[src/rtl/median_ctrl_pkg.sv]
// median_ctrl_pkg: shared state type, window constants and address clamp
package median_ctrl_pkg;
    typedef enum logic [1:0] {IDLE, READ, DRAIN, FIN} state_e;
    localparam int TAPS = 7;
    localparam int HALF_TAPS = 3;
    function automatic int clamp(input int v, input int lo, input int hi);
        return v < lo ? lo : v > hi ? hi : v;
    endfunction
endpackage

[src/rtl/median_line_if.sv]
// median_line_if: line memories, filter taps and start/status between control and sequencer
interface median_line_if #(
    parameter int DATA_W = 8,
    parameter int ADDR_W = 10
);
    import median_ctrl_pkg::*;
    logic                           start;
    logic                           busy;
    logic                           done;
    logic                           rd_en;
    logic [ADDR_W-1:0]              rd_addr;
    logic [DATA_W-1:0]              rd_data;
    logic [TAPS-1:0][DATA_W-1:0]    mf_in;
    logic [DATA_W-1:0]              mf_out;
    logic                           wr_en;
    logic [ADDR_W-1:0]              wr_addr;
    logic [DATA_W-1:0]              wr_data;
    modport master(input start, rd_data, mf_out,
                   output busy, done, rd_en, rd_addr, mf_in, wr_en, wr_addr, wr_data);
    modport slave(output start, rd_data, mf_out,
                  input busy, done, rd_en, rd_addr, mf_in, wr_en, wr_addr, wr_data);
endinterface

[src/rtl/mf_valid_delay.sv]
// mf_valid_delay: DEPTH-cycle 1-bit shift register matching the filter pipeline
module mf_valid_delay #(
    parameter int DEPTH = 35
) (
    input  logic clk,
    input  logic rst,
    input  logic din,
    output logic dout
);
    logic [DEPTH-1:0] sr_q, sr_d;
    always_comb sr_d = DEPTH'({sr_q, din});
    always_ff @(posedge clk or negedge rst)
        if (!rst) sr_q <= '0;
        else      sr_q <= sr_d;
    assign dout = sr_q[DEPTH-1];
endmodule

[src/rtl/median_line_ctrl.sv]
// median_line_ctrl: streams one line through the median filter with edge replication
module median_line_ctrl
    import median_ctrl_pkg::*;
#(
    parameter int DATA_W     = 8,
    parameter int ADDR_W     = 10,
    parameter int LINE_LEN   = 640,
    parameter int MF_LATENCY = 35
) (
    input  logic         clk,
    input  logic         rst,
    median_line_if.master bus
);
    localparam int CNT_W = $clog2(LINE_LEN + TAPS);
    localparam logic [CNT_W-1:0]  K_LAST  = CNT_W'(LINE_LEN + TAPS - 2);
    localparam logic [CNT_W-1:0]  K_WIN   = CNT_W'(TAPS - 1);
    localparam logic [ADDR_W-1:0] A_LAST  = ADDR_W'(LINE_LEN - 1);

    state_e                      state_q, state_d;
    logic [CNT_W-1:0]            k_q, k_d;
    logic [ADDR_W-1:0]           wr_addr_q, wr_addr_d;
    logic [TAPS-1:0][DATA_W-1:0] win_q, win_d;
    logic                        rd_vld_q, rd_vld_d;
    logic                        rd_ok_q, rd_ok_d;
    logic                        win_valid_q, win_valid_d;
    logic                        rd_en, busy, done, wr_en, last_wr;

    always_ff @(posedge clk or negedge rst)
        if (!rst) begin
            state_q     <= IDLE;
            k_q         <= '0;
            wr_addr_q   <= '0;
            win_q       <= '0;
            rd_vld_q    <= 1'b0;
            rd_ok_q     <= 1'b0;
            win_valid_q <= 1'b0;
        end else begin
            state_q     <= state_d;
            k_q         <= k_d;
            wr_addr_q   <= wr_addr_d;
            win_q       <= win_d;
            rd_vld_q    <= rd_vld_d;
            rd_ok_q     <= rd_ok_d;
            win_valid_q <= win_valid_d;
        end

    always_comb begin
        state_d = state_q;
        unique case (state_q)
            IDLE:    state_d = bus.start ? READ : IDLE;
            READ:    state_d = k_q == K_LAST ? DRAIN : READ;
            DRAIN:   state_d = last_wr ? FIN : DRAIN;
            default: state_d = IDLE;
        endcase
    end

    always_comb begin
        rd_en = state_q == READ;
        busy  = state_q == READ || state_q == DRAIN;
        done  = state_q == FIN;
    end

    // read k lands on mf_in6 two cycles later; only k >= 6 completes a fresh window
    always_comb begin
        k_d         = rd_en ? k_q + 1'b1 : '0;
        rd_vld_d    = rd_en;
        rd_ok_d     = rd_en && k_q >= K_WIN;
        win_valid_d = rd_ok_q;
        win_d       = rd_vld_q ? {bus.rd_data, win_q[TAPS-1:1]} : win_q;
        last_wr     = wr_en && wr_addr_q == A_LAST;
        wr_addr_d   = (state_q == IDLE && bus.start) ? '0 : wr_en ? wr_addr_q + 1'b1 : wr_addr_q;
    end

    mf_valid_delay #(.DEPTH(MF_LATENCY)) u_dly (
        .clk  (clk),
        .rst  (rst),
        .din  (win_valid_q),
        .dout (wr_en)
    );

    assign bus.rd_en   = rd_en;
    assign bus.rd_addr = ADDR_W'(clamp(int'(k_q) - HALF_TAPS, 0, LINE_LEN - 1));
    assign bus.busy    = busy;
    assign bus.done    = done;
    assign bus.mf_in   = win_q;
    assign bus.wr_en   = wr_en;
    assign bus.wr_addr = wr_addr_q;
    assign bus.wr_data = bus.mf_out;
endmodule

[src/flat_wrapper.sv]
// flat-port wrapper written by rule: the top's interface ports become plain ports
module median_line_ctrl_flat import median_ctrl_pkg::*;
#(
    parameter int DATA_W     = 8,
    parameter int ADDR_W     = 10,
    parameter int LINE_LEN   = 640,
    parameter int MF_LATENCY = 35
)
  (clk, rst, bus_start, bus_rd_data, bus_mf_out, bus_busy, bus_done, bus_rd_en, bus_rd_addr, bus_mf_in, bus_wr_en, bus_wr_addr, bus_wr_data);
  median_line_if #(.DATA_W(DATA_W), .ADDR_W(ADDR_W)) bus_i ();
  input  logic clk;
  input  logic rst;
  input wire logic [$bits(bus_i.start)-1:0] bus_start;
  input wire logic [$bits(bus_i.rd_data)-1:0] bus_rd_data;
  input wire logic [$bits(bus_i.mf_out)-1:0] bus_mf_out;
  output wire logic [$bits(bus_i.busy)-1:0] bus_busy;
  output wire logic [$bits(bus_i.done)-1:0] bus_done;
  output wire logic [$bits(bus_i.rd_en)-1:0] bus_rd_en;
  output wire logic [$bits(bus_i.rd_addr)-1:0] bus_rd_addr;
  output wire logic [$bits(bus_i.mf_in)-1:0] bus_mf_in;
  output wire logic [$bits(bus_i.wr_en)-1:0] bus_wr_en;
  output wire logic [$bits(bus_i.wr_addr)-1:0] bus_wr_addr;
  output wire logic [$bits(bus_i.wr_data)-1:0] bus_wr_data;
  assign bus_i.start = bus_start;
  assign bus_i.rd_data = bus_rd_data;
  assign bus_i.mf_out = bus_mf_out;
  assign bus_busy = bus_i.busy;
  assign bus_done = bus_i.done;
  assign bus_rd_en = bus_i.rd_en;
  assign bus_rd_addr = bus_i.rd_addr;
  assign bus_mf_in = bus_i.mf_in;
  assign bus_wr_en = bus_i.wr_en;
  assign bus_wr_addr = bus_i.wr_addr;
  assign bus_wr_data = bus_i.wr_data;
  median_line_ctrl #(.DATA_W(DATA_W), .ADDR_W(ADDR_W), .LINE_LEN(LINE_LEN), .MF_LATENCY(MF_LATENCY)) u_core (.clk(clk), .rst(rst), .bus(bus_i));
endmodule
[config.mk]
export PLATFORM = sky130hd
export DESIGN_NAME = median_line_ctrl_flat
export DESIGN_NICKNAME = d
export VERILOG_FILES = /design/src/rtl/median_ctrl_pkg.sv /design/src/rtl/median_line_if.sv /design/src/rtl/mf_valid_delay.sv /design/src/rtl/median_line_ctrl.sv /design/src/flat_wrapper.sv
export SDC_FILE = /design/constraint.sdc
export NUM_CORES = 1
export LEC_CHECK = 0
export CAP_MARGIN = 20
export CORE_ASPECT_RATIO = 0.5
export CORE_UTILIZATION = 50
export DETAILED_ROUTE_END_ITERATION = 10
export GPL_TIMING_DRIVEN = 0
export PLACE_DENSITY = 0.8
export RECOVER_POWER = 50
export SLEW_MARGIN = 0
export SYNTH_ARGS = -nofsm -noshare
export SYNTH_HDL_FRONTEND = slang
export SYNTH_SLANG_ARGS = --single-unit
export TNS_END_PERCENT = 100
[constraint.sdc]
create_clock -name clk -period 2.5 [get_ports clk]
set_clock_uncertainty 0.1 [all_clocks]
set_input_delay 0.625 -clock clk [delete_from_list [all_inputs] [get_ports clk]]
set_output_delay 0.625 -clock clk [all_outputs]
set_load 0.005 [all_outputs]
# [Word-level counts from Yosys, hierarchy flattened]
# Index checks and enable logic that the tools add are counted.
[totals] ff_bits=116 latch_bits=0 mem_bits_rw=0 romBits=0 output_inout_bits=88 wordCells=40 memories=0
[op_classes] add_sub_neg=3 n_mul=0 div_mod_pow=0 magnitude_cmp=3 n_eq_ne=5 shifts=0 n_mux=9 n_bitwise=0 reduce_logical=6
[ops] op="$mux W10" count=5
[ops] op="$add A10 B1 Y10 const B" count=2
[ops] op="$eq A10 B10 Y1 const B" count=2
[ops] op="$gt A11 B11 Y1 const B" count=1
[ops] op="$lt A11 B1 Y1 const B" count=1
[ops] op="$sub A10 B2 Y11 const B" count=1
[ops] op="$ge A10 B3 Y1 const B" count=1
[ops] op="$pmux W2 S3" count=1
[ops] op="$eq A2 B2 Y1 const B" count=2
[ops] op="$logic_and A1 B1 Y1" count=3
[ops] op="$eq A2 B1 Y1 const B" count=1
[ops] op="$logic_not A2 Y1" count=1
[ops] op="$mux W1" count=2
[ops] op="$mux W2" count=1
[ops] op="$reduce_bool A2 Y1" count=1
[ops] op="$logic_or A1 B1 Y1" count=1

# [Depth between registers and ports, before layout]
# Gate-level depths: netlist of run 1.
[depth] ltp_word=4 mapped_depth=6 depth_no_buf=6

# [Modules after synthesis]
# Synthesis of run 1 repeated with hierarchy kept, for this count alone.
[unflattened] cells_unflattened=331 area_unflattened_um2=4593.2
[modules_own_cells] module="median_line_ctrl" n_inst=1 cells_each=296 area_per_inst_um2=3717.3
[modules_own_cells] module="mf_valid_delay" n_inst=1 cells_each=35 area_per_inst_um2=875.8

# [Least setup slack after synthesis of run 1]
# No wires, ideal clock.
[synth_timing] kind="reg2out" startpoint="register u_core.k_q[1]" endpoint="output bus_rd_addr[3]" arrival_time_ns=1.720 required_time_ns=1.775 path_slack_ns=0.055 path_stages_with_launch=7 cell_sequence="dfrtp_1 -> ha_1 -> clkbuf_1 -> or4b_1 -> mux2i_1 -> a221o_2 -> o21ai_0"
[synth_between] elab_chain_len=4 elab_cells_between_ends=5 cone_classes="add/sub (1); order compare (2); mux (2)"
[synth_rtl] item="from (decl)" line_no="median_line_ctrl.sv:20" source="logic [CNT_W-1:0] k_q, k_d;"
[synth_rtl] item="from (signal assigned)" line_no="median_line_ctrl.sv:39" source="k_q <= k_d;"
[synth_rtl] item="$sub A10 B2 Y11 (*)" line_no="median_line_ctrl.sv:82" source="assign bus.rd_addr = ADDR_W'(clamp(int'(k_q) - HALF_TAPS, 0, LINE_LEN - 1));"
[synth_rtl] item="$gt A11 B11 Y1" line_no="median_ctrl_pkg.sv:7" source="return v < lo ? lo : v > hi ? hi : v;"
[synth_rtl] item="$mux W10" line_no="median_ctrl_pkg.sv:7"
[synth_rtl] item="$mux W10 (*)" line_no="median_ctrl_pkg.sv:7"
[synth_rtl] item="to (decl)" line_no="flat_wrapper.sv:19" source="output wire logic [$bits(bus_i.rd_addr)-1:0] bus_rd_addr;"
# Mark *: on every way between the ends. The rest lies on a longest branch, timed or not.

# [Worst setup path after layout of run 1]
[layout_timing] startpoint="register u_core.k_q[0]" endpoint="output bus_rd_addr[5]"
# The elaborated chain is that of the path after synthesis.

==> results.md, run 1 <==
Clock network:
- After clock tree synthesis, the clock-pin slew on the worst setup and hold paths is around 0.05 ns.
- The root buffer cell chosen for the clock tree is clkbuf_16.
- The CTS H-tree depth is 4.
- The maximum clock insertion buffer count is 2.
- The later pin in the worst-skew pair is clocked with a latency of 0.41 ns.
- The clock sink count is around 120.
- TritonCTS built the clock tree.
- The number of hold buffers added after CTS was 0.
- Buffers inserted during clock tree synthesis total 17.

Outcome:
- The run finished, with violations left.
- The final reports fail on negative setup slack.

Worst setup path:
- At the worst endpoint, the required time is 1.77 ns.
- The worst-case reg-to-reg path depth is 5.
- In this run the critical register-to-register path is captured at u_core.state_q[0].
- The type of destination of the critical path is an output port.
- Of all nets on the critical path, the largest fanout is 4.
- The critical path class is register to output port.
- The cell at the slowest stage of the critical path is or4b_1.
- The arrival time of data at the critical path endpoint is roughly 2.2 ns.
- The most critical setup path has its startpoint at u_core.k_q[0].
- The nature of the critical path startpoint is a register.
- Following the worst setup path forward leads to its endpoint at bus_rd_addr[5].
- Across all register-to-register paths, the minimum setup slack is approximately 0.50 ns.
- The worst register-to-register path begins at u_core.k_q[4].
- The signal on the critical path passes through ha_4, or4b_1, mux2i_1, a221o_2, buf_6, o211ai_1, buf_2.
- For this run, the slowest stage of the critical path takes about 0.46 ns.

Timing:
- The max-slew violation count is 0.
- Setup violations remaining at the end of the flow were counted as 10.
- Adding up every negative setup slack in the final design gives -3.51 ns.
- The slew at the pin with the worst max-slew slack is about 0.98 ns.
- For this run, the top clock speed supported by timing is 0.341 GHz.
- The share of the clock period used by the worst path is 117%.
- Headroom to the max-slew limit came out at 34.4%.
- Setup repair after global routing could not meet its margin everywhere.
- Subtracting the final worst setup slack from the clock period gives approximately 2.9 ns.
- Hold is met by around 0.24 ns.
- After layout, the worst setup slack is -0.428 ns.
- The number of hold-slack violations in the final timing report was 0.

Placement:
- Detailed placement finished with a half-perimeter wire length of ~5800 um.
- Timing analysis after detailed placement gives a worst setup slack of -0.552 ns.
- The number of buffers inserted by port buffering is between 90 and 100.
- The last weighted congestion value of the routability-driven placer is around 0.82.

Drt:
- Summed over all layers, the routed wires come to 9390 um.
- The via total after detailed routing is between 3,000 and 4,000.
- Dividing the detail-routed wire length by the instance count gives around 16 um.
- The remaining routing DRC violations is 0.
- The first routing iteration left 153 violations.
- The final antenna-violating net count is 0.
- Dividing the detail-routed via count by the number of cells gives 5.17.
- The first-pass iteration count of the detailed router is 5.

Power and ir drop:
- The switching power total is 0.913 mW.
- Dividing total power by cell area gives a power density of between 600 and 700 nW/um2.
- The largest voltage drop on the vdd net is 0.506 mV.
- The proportion of power drawn by flip-flops and latches is 43.5%.
- The internal power of the cells totals about 3.6 mW.
- Net switching is 20.2% of the power.
- Of the total power, combinational logic draws under 10%.
- The share of total power in the clock network is roughly half.
- The power consumption is approximately 4.5 mW.
- The analysis attributes to cell leakage a power of between 2 and 3 nW.

Logic synthesis:
- For this run, asynchronously set or reset flops after synthesis account for between 90% and 100%.
- Counting every net in the synthesized netlist gives around 360.
- The post-synthesis instance area is 4580 um2.
- In this run, synthesis produced a sequential element count of between 100 and 150.
- The per-instance average area after synthesis is about 14 um2.
- Synthesis handed over a netlist of 329 instances.
- The part of the Yosys area used for sequential elements is a little under two thirds.
- The yosys synthesis warning count is 0.
- The number of distinct library cell variants in the gate-level netlist after synthesis is 41.
- Counting flops with a built-in enable in the synthesized netlist gives 0.
- Among all flip-flop cells after synthesis, the most frequent one is dfrtp_1.

Finish:
- The ratio of cells with drive above 1 in the final layout is approximately 33%.
- The area growth from synthesis to layout is 41.6%.
- Leaving out fill and tap cells, the most frequent cell in the layout is dfrtp_1.
- For this run, the post-layout net count is 491.
- At the end of the flow the core is filled with cells to 73.8%.
- The filler cells instantiated in the layout total 580.
- Leaving out fill and tap cells, the most frequent cells in the layout are 112 x dfrtp_1, 87 x clkdlybuf4s50_1, 56 x mux2_2, 24 x nor2_1, 23 x buf_4.
- The multi-input logic area is around 1600 um2.
- The number of antenna diodes in the final layout is 0.
- The area taken by flip-flops and latches is just under 3000 um2.

Min path:
- The worst hold path class is register to register.
- The startpoint of the lowest-slack hold path is u_core.u_dly.sr_q[8].

GRT:
- The via count of the first global-routing pass is 3,124.
- Entering global routing, the biggest net connects between 70 and 80 pins.
- The initial antenna violation count is 0.
- Global routing finished with a remaining overflow of 0.
- The total routing resource utilization after global routing is a little over a fifth.
- The first global-routing pass estimated 15,400 um of wire.

Floorplanning:
- The die height is roughly 70 um.
- 107 I/O pins were placed.
- The area of the core is ~8800 um2.
- The horizontal extent of the die is ~140 um.
- For this configuration, the core starts out at a cell density of a little over half.
- The floorplan step defined a die boundary enclosing approximately 9600 um2.
- Row generation in the floorplan step produced 24 rows.

Run:
- The max-cap check violation count is 0.
[worst min path at each step]
stage	to	slack [ns]	cells after the start
floorplan	u_core.bus.mf_in[0]	0.23	0
global placement	u_core.u_dly.sr_q[27]	0.23	0
detailed placement	u_core.u_dly.sr_q[9]	0.23	0
CTS	u_core.bus.mf_in[11]	0.11	1
global route	u_core.u_dly.sr_q[0]	0.25	0
finish	u_core.u_dly.sr_q[9]	0.24	0
[worst max-delay path: cells and delay by family (launching register included)]
family	cells	cell delay, ns
and+or+nand+nor	1	0.46
buffers and inverters	2	0.26
muxes	1	0.16
adders and majority gates	1	0.19
AOI/OAI and AO/OA	2	0.29
DFF	1	0.44
[per-layer routing]
layer  part of all wire [%]  track usage (%)  wire [um]
met1                     45             26.8       4200
met3                    3.8             5.92        354
met2                     50             34.8       4680
met4                    1.6             11.6        149
met5                      0                0          0
[logic make-up after synthesis]
| logic type | Yosys count | synth area share [%] |
|---|---|---|
| XOR/XNOR | 17 | 3.25 |
| AND/OR/NAND/NOR | 73 | 8.38 |
| AO/OA/AOI/OAI | 22 | 3.19 |
| multiplexers | 61 | 15.0 |
| buffers and inverters | 31 | 4.40 |
| flip-flops | 116 | 63.4 |
| adder cells (fa/ha/maj) | 9 | 2.46 |
[power by group through the flow]
| stage | clock network [mW] | logic, mW | registers, mW |
|---|---|---|---|
| floorplan | 0 | 0.0500 | 1.99 |
| global placement | 0 | 0.215 | 1.99 |
| detailed placement | 0 | 0.225 | 1.99 |
| CTS | 2.38 | 0.227 | 1.96 |
| global route | 2.46 | 0.237 | 1.97 |
| finish | 2.33 | 0.216 | 1.96 |
[layout make-up]
class / count / share of cell area [%]
buffer: 23 / 2.54
clock buffer: 22 / 7.31
clock inverter: 10 / 1.62
inverter: 6 / 0.347
multi-input combinational: 182 / 24.2
sequential: 116 / 44.8
tap: 117 / 2.26
timing repair buffer: 117 / 16.9
[cells in the mapped netlist (3+ instances only)]
cell	count	area share, %
dfrtp_1	116	63
buf_4	9	1.5
nand3_1	8	0.87
clkbuf_1	6	0.49
ha_1	9	2.5
o211ai_1	4	0.66
nand2_1	10	0.82
o21ai_0	5	0.55
nand4_1	7	0.96
xor2_1	12	2.3
clkbuf_8	3	0.90
buf_2	4	0.44
nor3_1	4	0.44
xnor2_1	5	0.96
a21oi_1	5	0.55
and3_1	4	0.55
nor2_1	26	2.1
mux2i_1	4	0.87
inv_1	6	0.49
mux2_2	56	14
[through the flow]
stage	cells	area, um2
2_1_floorplan	329	4580
3_3_place_gp	544	5710
3_5_place_dp	545	5730
4_1_cts	593	6470
5_1_grt	593	6490
6_report	593	6490
[flip-flops by register name, summed over array words and instances, names as in the netlist]
name / count
u_core.rd_ok_q: 1
u_core.bus.mf_in: 56
u_core.win_valid_q: 1
u_core.bus.wr_addr: 10
u_core.k_q: 10
u_core.rd_vld_q: 1
u_core.state_q: 2
u_core.u_dly.sr_q: 35
[what timing repair did]
item / in CTS / in global routing
buffers inserted: 17 / 2
endpoints found under the setup margin: 10 / 11
pin swaps: 9 / 2
gates resized for setup: 61 / 13
No activity file was read; power rests on OpenSTA's default activity.
==> inputs of run 2 (changes only) <==
==> constraint.sdc (replaced) <==
create_clock -name clk -period 2.5 [get_ports clk]
set_clock_uncertainty 0.1 [all_clocks]
set_input_delay 0.375 -clock clk [delete_from_list [all_inputs] [get_ports clk]]
set_output_delay 0.375 -clock clk [all_outputs]
set_load 0.005 [all_outputs]
==> run 2 against run 1 <==
Against the previous run:
- worst hold slack improved by 0.00062 ns
- critical path type unchanged
- combinational power about the same
- non-clock buffer count up 2
- die area stayed put
- sequential share of layout area shrank 0.12 points
- global-route usage up 0.26 points
- the run still ends with negative setup slack left
==> results.md, run 2 (synthesis results as in run 1) <==
Floorplanning:
- The horizontal extent of the die is 137 um (unchanged).
- The number of core rows was 24 (unchanged).
- The area of the core was 8800 um2 (unchanged).
- The I/O pin total came to 107 (unchanged).
- The die height is 69.7 um (unchanged).
- The area of the die is 9570 um2 (unchanged).
- The initial cell density of the core is 52.1% (unchanged).

Power and ir drop:
- The share of total power in the clock network is 51.7% (about the same).
- The cell-internal power is 3.60 mW (about the same).
- The largest voltage drop on the vdd net is 0.508 mV (was 0.506 mV).
- The power consumption came to 4.51 mW (about the same).
- The switching power total is 0.912 mW (was 0.913 mW).
- The power per standard cell area was 693 nW/um2 (was 695 nW/um2).
- The switching portion of total power was 20.2% (about the same).
- The proportion of power drawn by flip-flops and latches is 43.5% (about the same).
- The static leakage is 2.78 nW (was 2.77 nW).
- The combinational cell fraction of total power was 4.8% (about the same).

Clock network:
- The number of buffers inserted during clock tree synthesis is 17 (unchanged).
- The clock slew seen by the registers of the worst setup and hold paths is 0.05 ns (about the same).
- The CTS root buffer is clkbuf_16 (unchanged).
- The clock sink count is 116 (unchanged).
- The CTS H-tree depth is 4 (unchanged).
- The clock latency of the later-clocked register in the worst-skew pair is 0.41 ns (about the same).
- The maximum clock insertion buffer count is 2 (unchanged).
- The clock tree from TritonCTS is yes (unchanged).

Timing:
- The share of the clock period used by the worst path is 108% (was 117%).
- The number of hold-slack violations in the final timing report was 0 (unchanged).
- RSZ-0062 raised after global routing: true (unchanged).
- The slew at the pin with the worst max-slew slack is 1.00 ns (was 0.983 ns).
- The remaining max-slew budget at the tightest pin is 33.3% (was 34.4%).
- The final setup violation count is 9 (was 10).
- The post-layout minimum cycle time came to 2.69 ns (was 2.93 ns).
- The worst path setup slack after routing came to -0.191 ns (was -0.428 ns).
- The max-slew violation count is 0 (unchanged).
- The accumulated negative setup slack is -1.38 ns (was -3.51 ns).
- The highest achievable clock rate is 0.372 GHz (was 0.341 GHz).

Placement:
- The final HPWL from detailed placement is 5820 um (unchanged).
- The number of buffers inserted by port buffering was 98 (unchanged).
- The last weighted congestion value of the routability-driven placer is 0.818 (unchanged).

Drt:
- The remaining routing DRC violations is 0 (unchanged).
- The routed metal-1 wire length came to 4170 um (was 4200 um).
- The wire length on met2 is 4810 um (was 4680 um).
- The routed length per placed instance is 16.1 um (was 15.8 um).
- The via total after detailed routing came to 3,079 (was 3,065).
- The final antenna-violating net count is 0 (unchanged).
- The mean number of vias per cell is 5.17 (about the same).
- The number of design-rule violations left by the first detailed-router iteration is 142 (was 153).
- The first-pass iteration count of the detailed router was 5 (unchanged).
- The wire length after detailed routing is 9580 um (was 9390 um).
- The uppermost layer routed is met4 (unchanged).
- The total length of routed met3 wires is 403 um (was 354 um).

GRT:
- The total routing resource utilization after global routing is 22.0% (was 21.7%).
- The first-pass GRT wire length is 15,600 um (was 15,400 um).
- The largest net degree at the start of global routing is 76 (unchanged).
- The via count of the first global-routing pass came to 3,149 (was 3,124).
- The overflow left after global routing is 0 (unchanged).
- The initial antenna violation count is 0 (unchanged).

Worst setup path:
- The source of the critical timing path was u_core.k_q[0] (unchanged).
- The cell at the slowest stage of the critical path is or4b_1 (unchanged).
- The arrival time of data at the critical path endpoint is 2.22 ns (was 2.20 ns).
- The critical path class is register to output port (unchanged).
- The critical-path maximum fanout was 4 (unchanged).
- The required time at the endpoint of the critical path was 2.03 ns (was 1.77 ns).
- The worst-case reg-to-reg path depth came to 6 (was 5).
- The nature of the critical path startpoint is a register (unchanged).
- The launch point of the worst reg-to-reg path is u_core.k_q[6] (was u_core.k_q[4]).
- The type of destination of the critical path is an output port (unchanged).
- Sequence of cells on the critical path: ha_4, or4b_1, mux2i_1, a221o_2, buf_6, o211ai_1, buf_2 (unchanged).
- The highest cell delay on the worst timing path is 0.46 ns (about the same).

Finish:
- The number of flip-flops under the largest register name was 56 (unchanged).
- Leading cell types in the layout, fill and taps excluded: 113 x dfrtp_1, 79 x clkdlybuf4s50_1, 56 x mux2_2, 25 x nor2_1, 24 x buf_4 (was 112 x dfrtp_1, 87 x clkdlybuf4s50_1, 56 x mux2_2, 24 x nor2_1, 23 x buf_4).
- The area taken by flip-flops and latches is 2910 um2 (about the same).
- The filler cell count in the final layout is 574 (was 580).
- The leading cell type in the layout, fill and taps excluded is dfrtp_1 (unchanged).
- The number of antenna cells inserted is 0 (unchanged).
- The ratio of cells with drive above 1 in the final layout came to 33.3% (was 33.2%).
- The post-layout net count is 493 (was 491).
- The area overhead of the layout relative to synthesis was 42.0% (was 41.6%).
- The multi-input logic area was 1570 um2 (about the same).

Min path:
- The startpoint of the lowest-slack hold path is u_core.u_dly.sr_q[8] (unchanged).
- The cell count of the worst hold path came to 0 (unchanged).
- The worst hold path class is register to register (unchanged).

Run:
- The max-cap check violation count is 0 (unchanged).

Outcome:
- Failing checks: negative setup slack (unchanged).
- Outcome: finished, violations left (unchanged).
-- run 2: through the flow --
stage | std cells | area (um2) | worst slack, ns | hold WS [ns] | util (%)
3_3_place_gp | 544 | 5710 | -3.31 | 0.234 | 64.9
4_1_cts | 592 | 6460 | -0.172 | 0.244 | 73.4
6_report | 595 | 6500 | -0.191 | 0.244 | 73.9
5_1_grt | 595 | 6500 | -0.244 | 0.250 | 73.9
2_1_floorplan | 329 | 4580 | 0.305 | -0.0206 | -
3_5_place_dp | 545 | 5730 | -0.302 | 0.235 | 65.2
-- run 2: critical path, delay by kind of cell (launching register included) --
kind / cells / cell delay (ns)
simple gates: 1 / 0.46
flops: 1 / 0.44
compound gates: 2 / 0.29
buf+inv: 2 / 0.26
fa+ha+maj: 1 / 0.19
mux: 1 / 0.16
-- run 2: final timing paths --
path                                   endpoint  slack (ns)
setup / recovery                 bus_rd_addr[5]       -0.19
hold / removal             u_core.u_dly.sr_q[9]        0.24
setup reg to reg              u_core.state_q[0]        0.46
hold reg to reg            u_core.u_dly.sr_q[9]        0.24
max in group asynchronous         u_core.k_q[5]        0.53
min in group asynchronous  u_core.bus.mf_in[11]        0.57
-- run 2: cell type report --
type,count,share of cell area [%]
clock buffers,22,7.29
inverters,6,0.346
repair buffers,118,17.0
multi-input cells,182,24.1
clock inverters,10,1.62
plain buffers,24,2.75
well taps,117,2.25
flip-flops and latches,116,44.7
-- run 2: per-layer routing --
| metal | global-route usage [%] | vias to the layer above |
|---|---|---|
| met4 | 12.5 | 0 |
| met2 | 35.2 | 103 |
| met5 | 0 | - |
| met1 | 26.8 | 1555 |
| met3 | 5.99 | 18 |
| li1 | - | 1403 |
-- run 2: repair_timing --
action / CTS / global route
pin swaps: 7 / 3
gates cloned: 0 / 0
hold buffers: 1 / 0
setup buffers: 15 / 3
setup endpoints to repair: 10 / 10
gates resized for setup: 55 / 13
endpoints found under the hold margin: 41 / 0
-- run 2: power by group through the flow --
stage | clock network, mW | logic (mW) | registers [mW]
global placement | 0 | 0.215 | 1.99
floorplan | 0 | 0.0500 | 1.99
CTS | 2.38 | 0.228 | 1.96
global route | 2.46 | 0.237 | 1.97
finish | 2.33 | 0.215 | 1.96
detailed placement | 0 | 0.225 | 1.99
==> inputs of run 3 (changes only) <==
--- a/config.mk
+++ b/config.mk
@@ -5,12 +5,10 @@
 export SDC_FILE = /design/constraint.sdc
 export NUM_CORES = 1
 export LEC_CHECK = 0
-export CAP_MARGIN = 20
 export CORE_ASPECT_RATIO = 0.5
-export CORE_UTILIZATION = 50
+export CORE_UTILIZATION = 30
 export DETAILED_ROUTE_END_ITERATION = 10
 export GPL_TIMING_DRIVEN = 0
-export PLACE_DENSITY = 0.8
 export RECOVER_POWER = 50
 export SLEW_MARGIN = 0
 export SYNTH_ARGS = -nofsm -noshare
==> run 3 against run 2 <==
Against the previous run:
- the flow still finishes with violations (negative setup slack)
- sequential share of layout area decreased by 0.78 points
- utilization decreased by 29 points
- first-iteration DRC count increased by 13%
- worst hold slack got worse by 0.0032 ns
- largest power group unchanged
- highest routed layer unchanged
==> results.md, run 3 (synthesis results as in run 1) <==
Outcome:
- Outcome: finished, violations left (unchanged).
- Failing checks: negative setup slack (unchanged).

Worst setup path:
- The number of cells on the critical path is 7 (unchanged).
- Sequence of cells on the critical path: ha_4, or4b_4, mux2i_1, a221o_2, buf_6, o211ai_1, buf_2 (was ha_4, or4b_1, mux2i_1, a221o_2, buf_6, o211ai_1, buf_2).
- The critical path class is register to output port (unchanged).
- The launch point of the worst reg-to-reg path is u_core.k_q[6] (unchanged).
- The arrival time of data at the critical path endpoint came to 2.23 ns (was 2.22 ns).
- The critical-path maximum fanout was 4 (unchanged).
- The capture point of the worst reg-to-reg path is u_core.state_q[0] (unchanged).
- The highest cell delay on the worst timing path is 0.47 ns (was 0.46 ns).
- The nature of the critical path startpoint is a register (unchanged).
- The type of destination of the critical path is an output port (unchanged).
- The end of the critical path is bus_rd_addr[5] (unchanged).
- The required time at the endpoint of the critical path was 2.03 ns (about the same).
- The kind of cell adding the most delay to the critical path is simple AND/OR/NAND/NOR gates (unchanged).
- The source of the critical timing path is u_core.k_q[1] (was u_core.k_q[0]).
- The sum of buffers and inverters on the critical path is 2 (unchanged).
- The cell at the slowest stage of the critical path is or4b_4 (was or4b_1).
- The worst-case reg-to-reg path depth is 6 (unchanged).
- The reg2reg setup slack was 0.44 ns (was 0.46 ns).

Timing:
- The worst path setup slack after routing was -0.207 ns (was -0.191 ns).
- The post-layout minimum cycle time came to 2.71 ns (was 2.69 ns).
- The hold slack is 0.241 ns (was 0.244 ns).
- RSZ-0062 raised after global routing: true (unchanged).
- The highest achievable clock rate is 0.369 GHz (was 0.372 GHz).
- The final setup violation count is 9 (unchanged).
- The share of the clock period used by the worst path is 108% (about the same).
- The remaining max-slew budget at the tightest pin was 44.1% (was 33.3%).
- The number of hold-slack violations in the final timing report is 0 (unchanged).
- The max-slew violation count is 0 (unchanged).
- The accumulated negative setup slack was -1.38 ns (about the same).
- The slew at the pin with the worst max-slew slack was 0.839 ns (was 1.00 ns).

Power and ir drop:
- The cell-internal power is 3.68 mW (was 3.60 mW).
- The power per standard cell area is 699 nW/um2 (was 693 nW/um2).
- The static leakage came to 2.78 nW (about the same).
- The largest voltage drop on the vdd net is 0.493 mV (was 0.508 mV).
- The share of total power in the clock network is 52.9% (was 51.7%).
- The combinational cell fraction of total power came to 4.7% (was 4.8%).
- The power consumption came to 4.62 mW (was 4.51 mW).
- The switching power total is 0.936 mW (was 0.912 mW).
- The proportion of power drawn by flip-flops and latches is 42.4% (was 43.5%).
- The switching portion of total power came to 20.3% (was 20.2%).

Finish:
- The multi-input logic area came to 1540 um2 (was 1570 um2).
- Leading cell types in the layout, fill and taps excluded: 115 x dfrtp_1, 84 x clkdlybuf4s50_1, 56 x mux2_2, 24 x nor2_1, 23 x buf_4 (was 113 x dfrtp_1, 79 x clkdlybuf4s50_1, 56 x mux2_2, 25 x nor2_1, 24 x buf_4).
- The final instance count without filler cells is 676 (was 595).
- The core utilization of the finished layout is 45.0% (was 73.9%).
- The area of all placed cells without fillers is 6620 um2 (was 6500 um2).
- The area overhead of the layout relative to synthesis came to 44.4% (was 42.0%).
- The number of flip-flops under the largest register name came to 56 (unchanged).
- The number of antenna cells inserted came to 0 (unchanged).
- The filler cell count in the final layout was 1,337 (was 574).
- The post-layout net count came to 493 (unchanged).
- The area taken by flip-flops and latches is 2900 um2 (was 2910 um2).
- The ratio of cells with drive above 1 in the final layout is 32.6% (was 33.3%).
- The leading cell type in the layout, fill and taps excluded was dfrtp_1 (unchanged).

Clock network:
- The CTS H-tree depth is 4 (unchanged).
- The CTS root buffer is clkbuf_16 (unchanged).
- The clock latency of the later-clocked register in the worst-skew pair is 0.40 ns (was 0.41 ns).
- The clock sink count is 116 (unchanged).
- The clock tree from TritonCTS is yes (unchanged).
- The maximum clock insertion buffer count is 2 (unchanged).
- The clock slew seen by the registers of the worst setup and hold paths is 0.05 ns (about the same).
- The number of buffers inserted during clock tree synthesis was 17 (unchanged).

Min path:
- The worst hold path class is register to register (unchanged).

GRT:
- The initial antenna violation count was 0 (unchanged).
- The total routing resource utilization after global routing was 12.5% (was 22.0%).
- The overflow left after global routing is 0 (unchanged).
- The largest net degree at the start of global routing was 83 (was 76).
- The via count of the first global-routing pass is 2,916 (was 3,149).
- The first-pass GRT wire length is 15,100 um (was 15,600 um).

Floorplanning:
- The area of the core is 14,700 um2 (was 8800 um2).
- The number of core rows is 31 (was 24).
- The area of the die was 15,800 um2 (was 9570 um2).
- The initial cell density of the core is 31.2% (was 52.1%).
- The I/O pin total was 107 (unchanged).
- The horizontal extent of the die is 177 um (was 137 um).
- The die height is 89.4 um (was 69.7 um).

Drt:
- The routed length per placed instance is 13.8 um (was 16.1 um).
- The number of design-rule violations left by the first detailed-router iteration was 161 (was 142).
- The mean number of vias per cell is 4.39 (was 5.17).
- The wire length after detailed routing is 9340 um (was 9580 um).
- The final antenna-violating net count came to 0 (unchanged).
- The remaining routing DRC violations is 0 (unchanged).
- The via total after detailed routing was 2,965 (was 3,079).
- The first-pass iteration count of the detailed router is 4 (was 5).

Placement:
- The final HPWL from detailed placement is 6220 um (was 5820 um).
- The cell area reported after detailed placement is 5840 um2 (was 5730 um2).
- The number of cells after detailed placement came to 626 (was 545).
- The number of buffers inserted by port buffering is 98 (unchanged).
- The placement-stage worst setup slack is -0.415 ns (was -0.302 ns).
- The last weighted congestion value of the routability-driven placer is 0.752 (was 0.818).

Run:
- The max-cap check violation count is 0 (unchanged).
[run 3: cell types whose count changed in the layout (fill, tap and decap cells not counted), moves of 2 or more]
cell / change
dfrtp_2: -2
nor2_2: +2
dfrtp_1: +2
clkdlybuf4s50_1: +5
buf_2: -3
dlygate4sd3_1: -5
clkinvlp_4: +2
clkinv_2: -3
[run 3: worst min-delay path by stage]
stage                               start                    end  slack (ns)  depth (start not counted)
floorplan                             rst    u_core.bus.mf_in[0]       -0.02                          0
global placement    u_core.u_dly.sr_q[23]  u_core.u_dly.sr_q[24]        0.24                          0
detailed placement                    rst   u_core.bus.mf_in[13]        0.19                          1
CTS                 u_core.u_dly.sr_q[17]  u_core.u_dly.sr_q[18]        0.24                          0
global route        u_core.u_dly.sr_q[17]  u_core.u_dly.sr_q[18]        0.24                          0
finish              u_core.u_dly.sr_q[17]  u_core.u_dly.sr_q[18]        0.24                          0
[run 3: layout make-up]
| type | instances | share of cell area (%) |
|---|---|---|
| sequential | 116 | 43.9 |
| multi-input combinational | 182 | 23.3 |
| timing repair buffer | 118 | 16.8 |
| clock buffer | 20 | 6.90 |
| tap | 198 | 3.75 |
| buffer | 24 | 2.70 |
| clock inverter | 12 | 2.31 |
| inverter | 6 | 0.340 |
[run 3: power by group through the flow]
| stage | logic (mW) | clock network [mW] | registers [mW] |
|---|---|---|---|
| floorplan | 0.0500 | 0 | 1.99 |
| global placement | 0.219 | 0 | 1.99 |
| detailed placement | 0.226 | 0 | 1.99 |
| CTS | 0.228 | 2.51 | 1.96 |
| global route | 0.239 | 2.60 | 1.97 |
| finish | 0.216 | 2.45 | 1.96 |
[run 3: metal layers]
layer  vias to the layer above  part of all wire [%]  GRT usage, %
li1                       1401                     -             -
met1                      1480                    48          16.6
met2                        76                    47          19.4
met3                         8                   4.2          3.36
met4                         0                   1.0          5.56
met5                         -                     0             0
[run 3: repair_timing]
item | 4_1_cts | 5_1_grt
gates resized for setup | 48 | 11
hold endpoints to repair | 34 | 0
hold buffers | 1 | 0
setup endpoints to repair | 10 | 9
pin swaps | 6 | 4
buffers inserted | 14 | 5
